## config.mk

```make
export PLATFORM = sky130hd
export DESIGN_NAME = instr_fetch_unit
export DESIGN_NICKNAME = d
export VERILOG_FILES = /design/src/rtl/instr_fetch_unit.sv
export SDC_FILE = /design/constraint.sdc
export NUM_CORES = 1
export LEC_CHECK = 0
export CAP_MARGIN = 0
export CELL_PAD_IN_SITES_DETAIL_PLACEMENT = 2
export CELL_PAD_IN_SITES_GLOBAL_PLACEMENT = 2
export CORE_MARGIN = 3
export CORE_UTILIZATION = 24
export DETAILED_ROUTE_END_ITERATION = 10
export PLACE_DENSITY_LB_ADDON = 0.1
export SYNTH_ARGS = -nofsm -noshare
export SYNTH_HDL_FRONTEND = slang
export SYNTH_SLANG_ARGS = --single-unit
```

## constraint.sdc

```tcl
create_clock -name clk_i -period 3.9 [get_ports clk_i]
set_clock_uncertainty 0.1 [all_clocks]
set_input_delay 0.39 -clock clk_i [delete_from_list [all_inputs] [get_ports clk_i]]
set_output_delay 0.39 -clock clk_i [all_outputs]
set_load 0.02 [all_outputs]
```

## src/rtl/instr_fetch_unit.sv

```systemverilog
// Fetch stage: owns the PC, fetches from variable-latency imem, resolves next PC on exec_done_i.
// Optional register-jump support is enabled by defining IFU_JR_EN.
module instr_fetch_unit #(
  parameter logic [31:0] RESET_PC = 32'h0000_0000,
  parameter logic [7:0]  TIMEOUT  = 8'd255
) (
  input  logic        clk_i,
  input  logic        rst_i,
  output logic        imem_req_o,
  output logic [31:0] imem_addr_o,
  input  logic [31:0] imem_rdata_i,
  input  logic        imem_valid_i,
  output logic [31:0] instr_o,
  output logic        instr_valid_o,
  input  logic        exec_done_i,
  input  logic        branch_i,
  input  logic [1:0]  branch_type_i,
  input  logic        jump_i,
  input  logic        zero_i,
  input  logic        sign_i,
`ifdef IFU_JR_EN
  input  logic        jr_i,
  input  logic [31:0] jr_target_i,
`endif
  output logic [31:0] pc_o,
  output logic [31:0] pc_plus4_o,
  output logic        fetch_err_o
);

  // state | meaning
  // IDLE  | one cycle after reset release, no request
  // FETCH | request held, waiting for imem_valid_i, timeout counting
  // EXEC  | instruction presented, waiting for exec_done_i
  // HALT  | imem timeout, frozen until reset
  typedef enum logic [1:0] {IDLE, FETCH, EXEC, HALT} state_e;

  state_e      state_q, state_d;
  logic [31:0] pc_q, pc_d;
  logic [31:0] instr_q, instr_d;
  logic        req_q, req_d;
  logic        valid_q, valid_d;
  logic        err_q, err_d;
  logic [7:0]  cnt_q, cnt_d;

  logic [31:0] pc_plus4;
  logic [31:0] br_off;
  logic [31:0] next_pc;
  logic [7:0]  cnt_inc;
  logic        cond;

  always_comb begin
    pc_plus4 = pc_q + 32'd4;
    br_off   = {{14{instr_q[15]}}, instr_q[15:0], 2'b00};
    unique case (branch_type_i)
      2'b00:   cond = zero_i;
      2'b01:   cond = ~zero_i & ~sign_i;
      2'b10:   cond = zero_i | sign_i;
      default: cond = ~zero_i;
    endcase
    next_pc = pc_plus4;
`ifdef IFU_JR_EN
    if (jr_i)
      next_pc = {jr_target_i[31:2], 2'b00};
    else if (jump_i)
`else
    if (jump_i)
`endif
      next_pc = {pc_plus4[31:28], instr_q[25:0], 2'b00};
    else if (branch_i && cond)
      next_pc = pc_plus4 + br_off;
  end

  always_comb begin
    cnt_inc = cnt_q + 8'd1;
    state_d = state_q;
    pc_d    = pc_q;
    instr_d = instr_q;
    req_d   = req_q;
    valid_d = valid_q;
    err_d   = err_q;
    cnt_d   = cnt_q;
    unique case (state_q)
      IDLE: begin
        state_d = FETCH;
        req_d   = 1'b1;
        cnt_d   = 8'd0;
      end
      FETCH: begin
        if (imem_valid_i) begin
          instr_d = imem_rdata_i;
          valid_d = 1'b1;
          req_d   = 1'b0;
          cnt_d   = 8'd0;
          state_d = EXEC;
        end else begin
          cnt_d = cnt_inc;
          if (cnt_inc == TIMEOUT) begin
            err_d   = 1'b1;
            state_d = HALT;
          end
        end
      end
      EXEC: begin
        cnt_d = 8'd0;
        if (exec_done_i) begin
          pc_d    = next_pc;
          valid_d = 1'b0;
          req_d   = 1'b1;
          state_d = FETCH;
        end
      end
      default: ;  // HALT: everything holds until reset
    endcase
  end

  always_ff @(posedge clk_i) begin
    if (!rst_i) begin
      state_q <= IDLE;
      pc_q    <= RESET_PC;
      instr_q <= 32'd0;
      req_q   <= 1'b0;
      valid_q <= 1'b0;
      err_q   <= 1'b0;
      cnt_q   <= 8'd0;
    end else begin
      state_q <= state_d;
      pc_q    <= pc_d;
      instr_q <= instr_d;
      req_q   <= req_d;
      valid_q <= valid_d;
      err_q   <= err_d;
      cnt_q   <= cnt_d;
    end
  end

  assign imem_req_o    = req_q;
  assign imem_addr_o   = pc_q;
  assign instr_o       = instr_q;
  assign instr_valid_o = valid_q;
  assign pc_o          = pc_q;
  assign pc_plus4_o    = pc_plus4;
  assign fetch_err_o   = err_q;

endmodule

```

Word level (Yosys, flattened, before mapping)
Index checks and enable logic that the tools add are counted.

Register bits after elaboration: 77. Bits in latches: 0. Bits in writable memories: 0. Bits in read-only memories: 0. Bits of input ports: 42. Output and inout port bits: 131. Memories kept: 0.

Add/sub/neg operators: 3. Multipliers: 0. Div/mod/pow operators: 0. Magnitude comparators: 0. Eq/ne operators: 8. Shift operators: 0. Muxes and demuxes: 15. Bitwise operators: 5. Reductions and logical operators: 13.

Operators by type and width (count): $mux 32 (2); $add 32x3->32 const B (1); $add 32x32->32 (1); $pmux 8 s2 (1); $reduce_and 3->1 (4); $add 8x1->8 const B (1); $eq 8x8->1 const B (1); $mux 8 (1); $mux 2 (3); $pmux 1 s3 (2); $pmux 2 s3 (1); $eq 2x1->1 const B (2); $eq 2x2->1 const B (2); $logic_not 2->1 (2); $mux 1 (4); $ne 2x2->1 const B (2); $reduce_and 2->1 (2); $reduce_bool 2->1 (2); $ne 3x3->1 const B (1); $not 1->1 (3); $reduce_bool 3->1 (1); $pmux 1 s2 (1); $reduce_or 2->1 (1); $and 1x1->1 (1); other kinds (2) (2).

Logic depth before layout (Yosys ltp)
Depth after elaboration: 6. Mapped depth: 16. Depth with buffers taken out: 15.

Least setup slack after synthesis
No wires, ideal clock.

Kind: register to register. Start point: register pc_q[6] (netlist: imem_addr_o[6]). End point: register pc_q[30] (netlist: imem_addr_o[30]). Setup time: 0.130 ns. Arrival time: 3.955 ns. Slack: -0.285 ns. Stages on the path, launching flop included: 15. Path buffers: 0. Cells stage by stage: dfxtp_1 -> nand3_2 -> or2_1 -> nor4_1 -> nand2_1 -> xnor2_1 -> ha_1 -> a211oi_1 -> nor2_1 -> or4_1 -> a31o_2 -> a21oi_1 -> o41ai_1 -> xnor2_1 -> o22ai_1.

Word-level cells in the longest chain between the ends: 4.

Ends and longest elaborated chain: start: declaration (RTL line 38) `logic [31:0] pc_q, pc_d;`; start signal: assignment (RTL line 127) `pc_q <= pc_d;`; $add 32x3->32 (RTL line 52) `pc_plus4 = pc_q + 32'd4;`; named net pc_plus4_o[23] (RTL line 26) `output logic [31:0] pc_plus4_o,`; $add 32x32->32 (RTL line 70) `next_pc = pc_plus4 + br_off;`; $mux 32 (RTL line 69) `else if (branch_i && cond)`; $mux 32 (RTL line 66) `if (jump_i)`.

The timed path passes the listed nets, and every way through them passes these cells. A chain may end at the register's enable or synchronous reset.

Worst setup path in the final report
Start point: register pc_q[5] (netlist: imem_addr_o[5]). End point: register pc_q[24] (netlist: imem_addr_o[24]).

Word-level cells in the longest chain between the ends: 4.

Ends and longest elaborated chain (RTL line): $add 32x3->32 * (52); $add 32x32->32 (70); $mux 32 * (69); $mux 32 * (66).

Mark *: on every way between the ends. The rest lies on a longest branch, timed or not.

==> impl_metrics.yaml <==
run_status:
  status: "finished clean"
placed_design:
  place_area_um2: 7890
  dp_cells: 1248
  gp_congestion: 0.902
  port_buffers: 166
  dp_hpwl_mm: 21.0
critical_path:
  critPathMaxStageDelay_ns: 0.39
  endpoint: "imem_addr_o[24]"
  required_ns: 4.04
  crit_path_start: "imem_addr_o[5]"
  worst-setup-path-type: "reg2reg"
  r2r_start: "imem_addr_o[5]"
  crit_slowest_cell: "ha_2"
  r2r_end: "imem_addr_o[24]"
  path_depth: 15
  crit_arrival_ns: 3.88
  r2r_cells: 15
  rrSetupSlack_ns: 0.16
  cp_max_fo: 7
  startpoint_type: "register"
  path_buf_inv: 2
  path_delay_family: "simple AND/OR/NAND/NOR gates"
  cpMostUsedCell: "a21oi_1"
  cp_cell_sequence: "nand4_1, or2_1, buf_4, nor2_1, xor2_1, ha_2, a21oi_1, and2_1, nand3b_1, nand4_1, a21oi_1, buf_4, or3_1, a21oi_1, nor3_1"
  endpoint_kind: "register"
detailed_routing:
  wl_per_cell_um: 21.5
  avgViaCountPerCell: 5.11
  drc: 0
  drtAntennaViolNets: 0
  wl_mm: 27.3
  vias: 6468
  dr.pass1.iters: 4
  detail_route.iter0.violations: 342
sta:
  fmax_mhz: 267
  hold_violations: 0
  finalCritPeriodShare_pct: 95.9
  drv_slew: 0
  setup_viol: 0
  worst_pin_slew_ns: 0.819
  timing.slew.headroom_pct: 45.2
  period_minus_slack_ns: 3.74
grt:
  grt_overflow: 0
  grt_usage_pct: 21.1
  grt_start_max_net_pins: 50
  first_global_vias: 7286
  antenna_found_initial: 0
  grt_pass1_wl_mm: 42.8
layout:
  nFillCells: 2635
  fin_nets: 1029
  design_area_um2: 8280
  fin_cells: 1266
  antennaDiodeCount: 0
  drive_gt1_share_pct: 12.8
  syn_to_final_growth_pct: 44.8
  utilization_pct: 35.9
pwr:
  leakage_nw: 3.25
  ir_drop_uv: 159
  power_density_nw_per_um2: 254
  power.total_mw: 2.10
logic_synthesis:
  avgSynthCellArea_um2: 7.41
  synth_edf_count: 0
  netlist.area_leader.share_pct: 26.3
  seq_area_frac_synth_pct: 26.3
  ys_types: 67
  synth-async-reset-ratio_pct: 0
  ys_ff_latch: 75
  synth_area_leaders: "dfxtp_1 26%, nand2_1 8.7%, ha_1 8.3%, a21oi_1 8.1%, xnor2_1 5.1%"
  synthCells: 772
  synthFlopType: "dfxtp_1"
  ys_warn_count: 0
  synth_top_area_cell: "dfxtp_1"
  synthesis.area_um2: 5720
cts:
  cts_buffers: 9
  h-tree-depth: 3
  holdBufCountCts: 0
  cts_sinks: 75
  clk_latency_ns: 0.35
  clockRootBuffer: "clkbuf_16"
  clockBufferDepth: 2
  clkTransAtPathRegs_ns: 0.07
  cts_tree: "built"
hold_path:
  worstHoldPathType: "reg2reg"
floorplan:
  rows: 55
  ioPinCount: 173
  core_area_um2: 23100
  dieWidth_um: 160
  die_h_um: 160
  dieArea_um2: 25700
  start_util_pct: 24.8
run:
  drv_cap: 0
-- per-stage QoR --
stage	TNS (ns)	worst slack [ns]	hold slack, ns
after floorplan	0	0.0405	0.363
after global placement	0	0.127	0.345
after detailed placement	0	0.0213	0.359
after CTS	0	0.0216	0.373
after global routing	-0.0990	-0.0527	0.395
final	0	0.161	0.366
-- flip-flops by register name (all words and copies together), names as in the netlist --
register	cells
state_q	2
imem_req_o	1
imem_addr_o	30
fetch_err_o	1
cnt_q	8
instr_valid_o	1
instr_o	32
-- routing by layer --
layer | routed length, um | vias up | GRT usage, %
met5 | 0 | - | 0
met4 | 404 | 0 | 5.21
met3 | 1080 | 22 | 3.22
met2 | 13700 | 145 | 37.4
met1 | 12100 | 3250 | 26.8
li1 | - | 3051 | -
-- cell families after synthesis --
kind of cell | synth area share, %
other cells | 0.0656
fa+ha+maj | 8.67
compound gates | 24.0
flops | 26.3
mux | 0.722
xor+xnor | 8.69
buf+inv | 8.03
simple gates | 23.6
-- placed cells by master, fill, tap and decap left out, types with 6 or more instances in the layout --
cell and count:
dfxtp_1 72, a31oi_1 6, a21oi_1 92, conb_1 6, buf_4 64, xor2_1 19, o21ai_0 42, inv_1 14
nand2_1 131, a21o_1 15, o22ai_1 7, clkdlybuf4s50_1 166, xnor2_1 31, nor3_1 9, nor2_1 56, and3_1 8
nand4_1 12, clkbuf_16 9, ha_1 34, nand3_1 18, o211ai_1 13
-- how the worst min path moves through the flow --
| stage | endpoint | slack [ns] | from | cells past startpoint |
|---|---|---|---|---|
| final | instr_o[27] | 0.37 | instr_o[27] | 2 |
| after global routing | instr_o[27] | 0.40 | instr_o[27] | 2 |
| after CTS | instr_o[27] | 0.37 | instr_o[27] | 2 |
| after detailed placement | instr_o[27] | 0.36 | instr_o[27] | 2 |
| after global placement | instr_o[29] | 0.35 | instr_o[29] | 2 |
| after floorplan | cnt_q[7] | 0.36 | cnt_q[7] | 2 |
-- where the power goes --
part	leakage (nW)	total (mW)	internal (mW)	switching [mW]
Sequential	0.610	0.820	0.790	0.0300
Combinational	2.51	0.415	0.171	0.244
Clock	0.133	0.864	0.442	0.422
-- layout make-up --
| type | instances | area, um^2 | area share [%] |
|---|---|---|---|
| Clock buffer | 9 | 225 | 2.72 |
| Multi-Input combinational cell | 616 | 3890 | 47.0 |
| Timing Repair Buffer | 230 | 2140 | 25.9 |
| Inverter | 16 | 60.1 | 0.726 |
| Tap cell | 313 | 392 | 4.73 |
| Clock inverter | 7 | 58.8 | 0.711 |
| Sequential cell | 75 | 1510 | 18.2 |
-- worst register-to-register path, stage by stage, from the launching register on --
cell and delay, ns:
dfxtp_1 0.37, nand4_1 0.18, or2_1 0.30, buf_4 0.17
nor2_1 0.16, xor2_1 0.30, ha_2 0.39, a21oi_1 0.16
and2_1 0.18, nand3b_1 0.20, nand4_1 0.20, a21oi_1 0.16
buf_4 0.18, or3_1 0.35, a21oi_1 0.14, nor3_1 0.07
-- synth_stat cells (2+ instances only) --
library cell	count
nand2_1	132
a21oi_1	93
dfxtp_1	75
nor2_1	57
o21ai_0	43
ha_1	38
buf_4	36
clkbuf_1	33
xnor2_1	33
xor2_1	20
nand3_1	19
a21o_1	15
inv_1	15
o211ai_1	13
nand4_1	12
nor3_1	10
and3_1	9
a211oi_1	7
o22ai_1	7
a31oi_1	6
and2_1	6
nand2b_1	5
o21a_1	5
o221ai_1	5
o31ai_1	5
or2_2	5
or3_1	5
nor2b_1	4
nor4_1	4
a22oi_1	3
and4_1	3
mux2i_1	3
nand3b_1	3
o21bai_1	3
a211o_1	2
a21boi_0	2
a221oi_1	2
a32o_1	2
a41oi_1	2
nand3_2	2
nor3b_1	2
-- timing repair --
action / in CTS / in global routing
setup buffers: 0 / 2
endpoints found under the setup margin: 0 / 11
resized for setup: 0 / 26
Note: power is estimated with default switching activity, not from simulation.
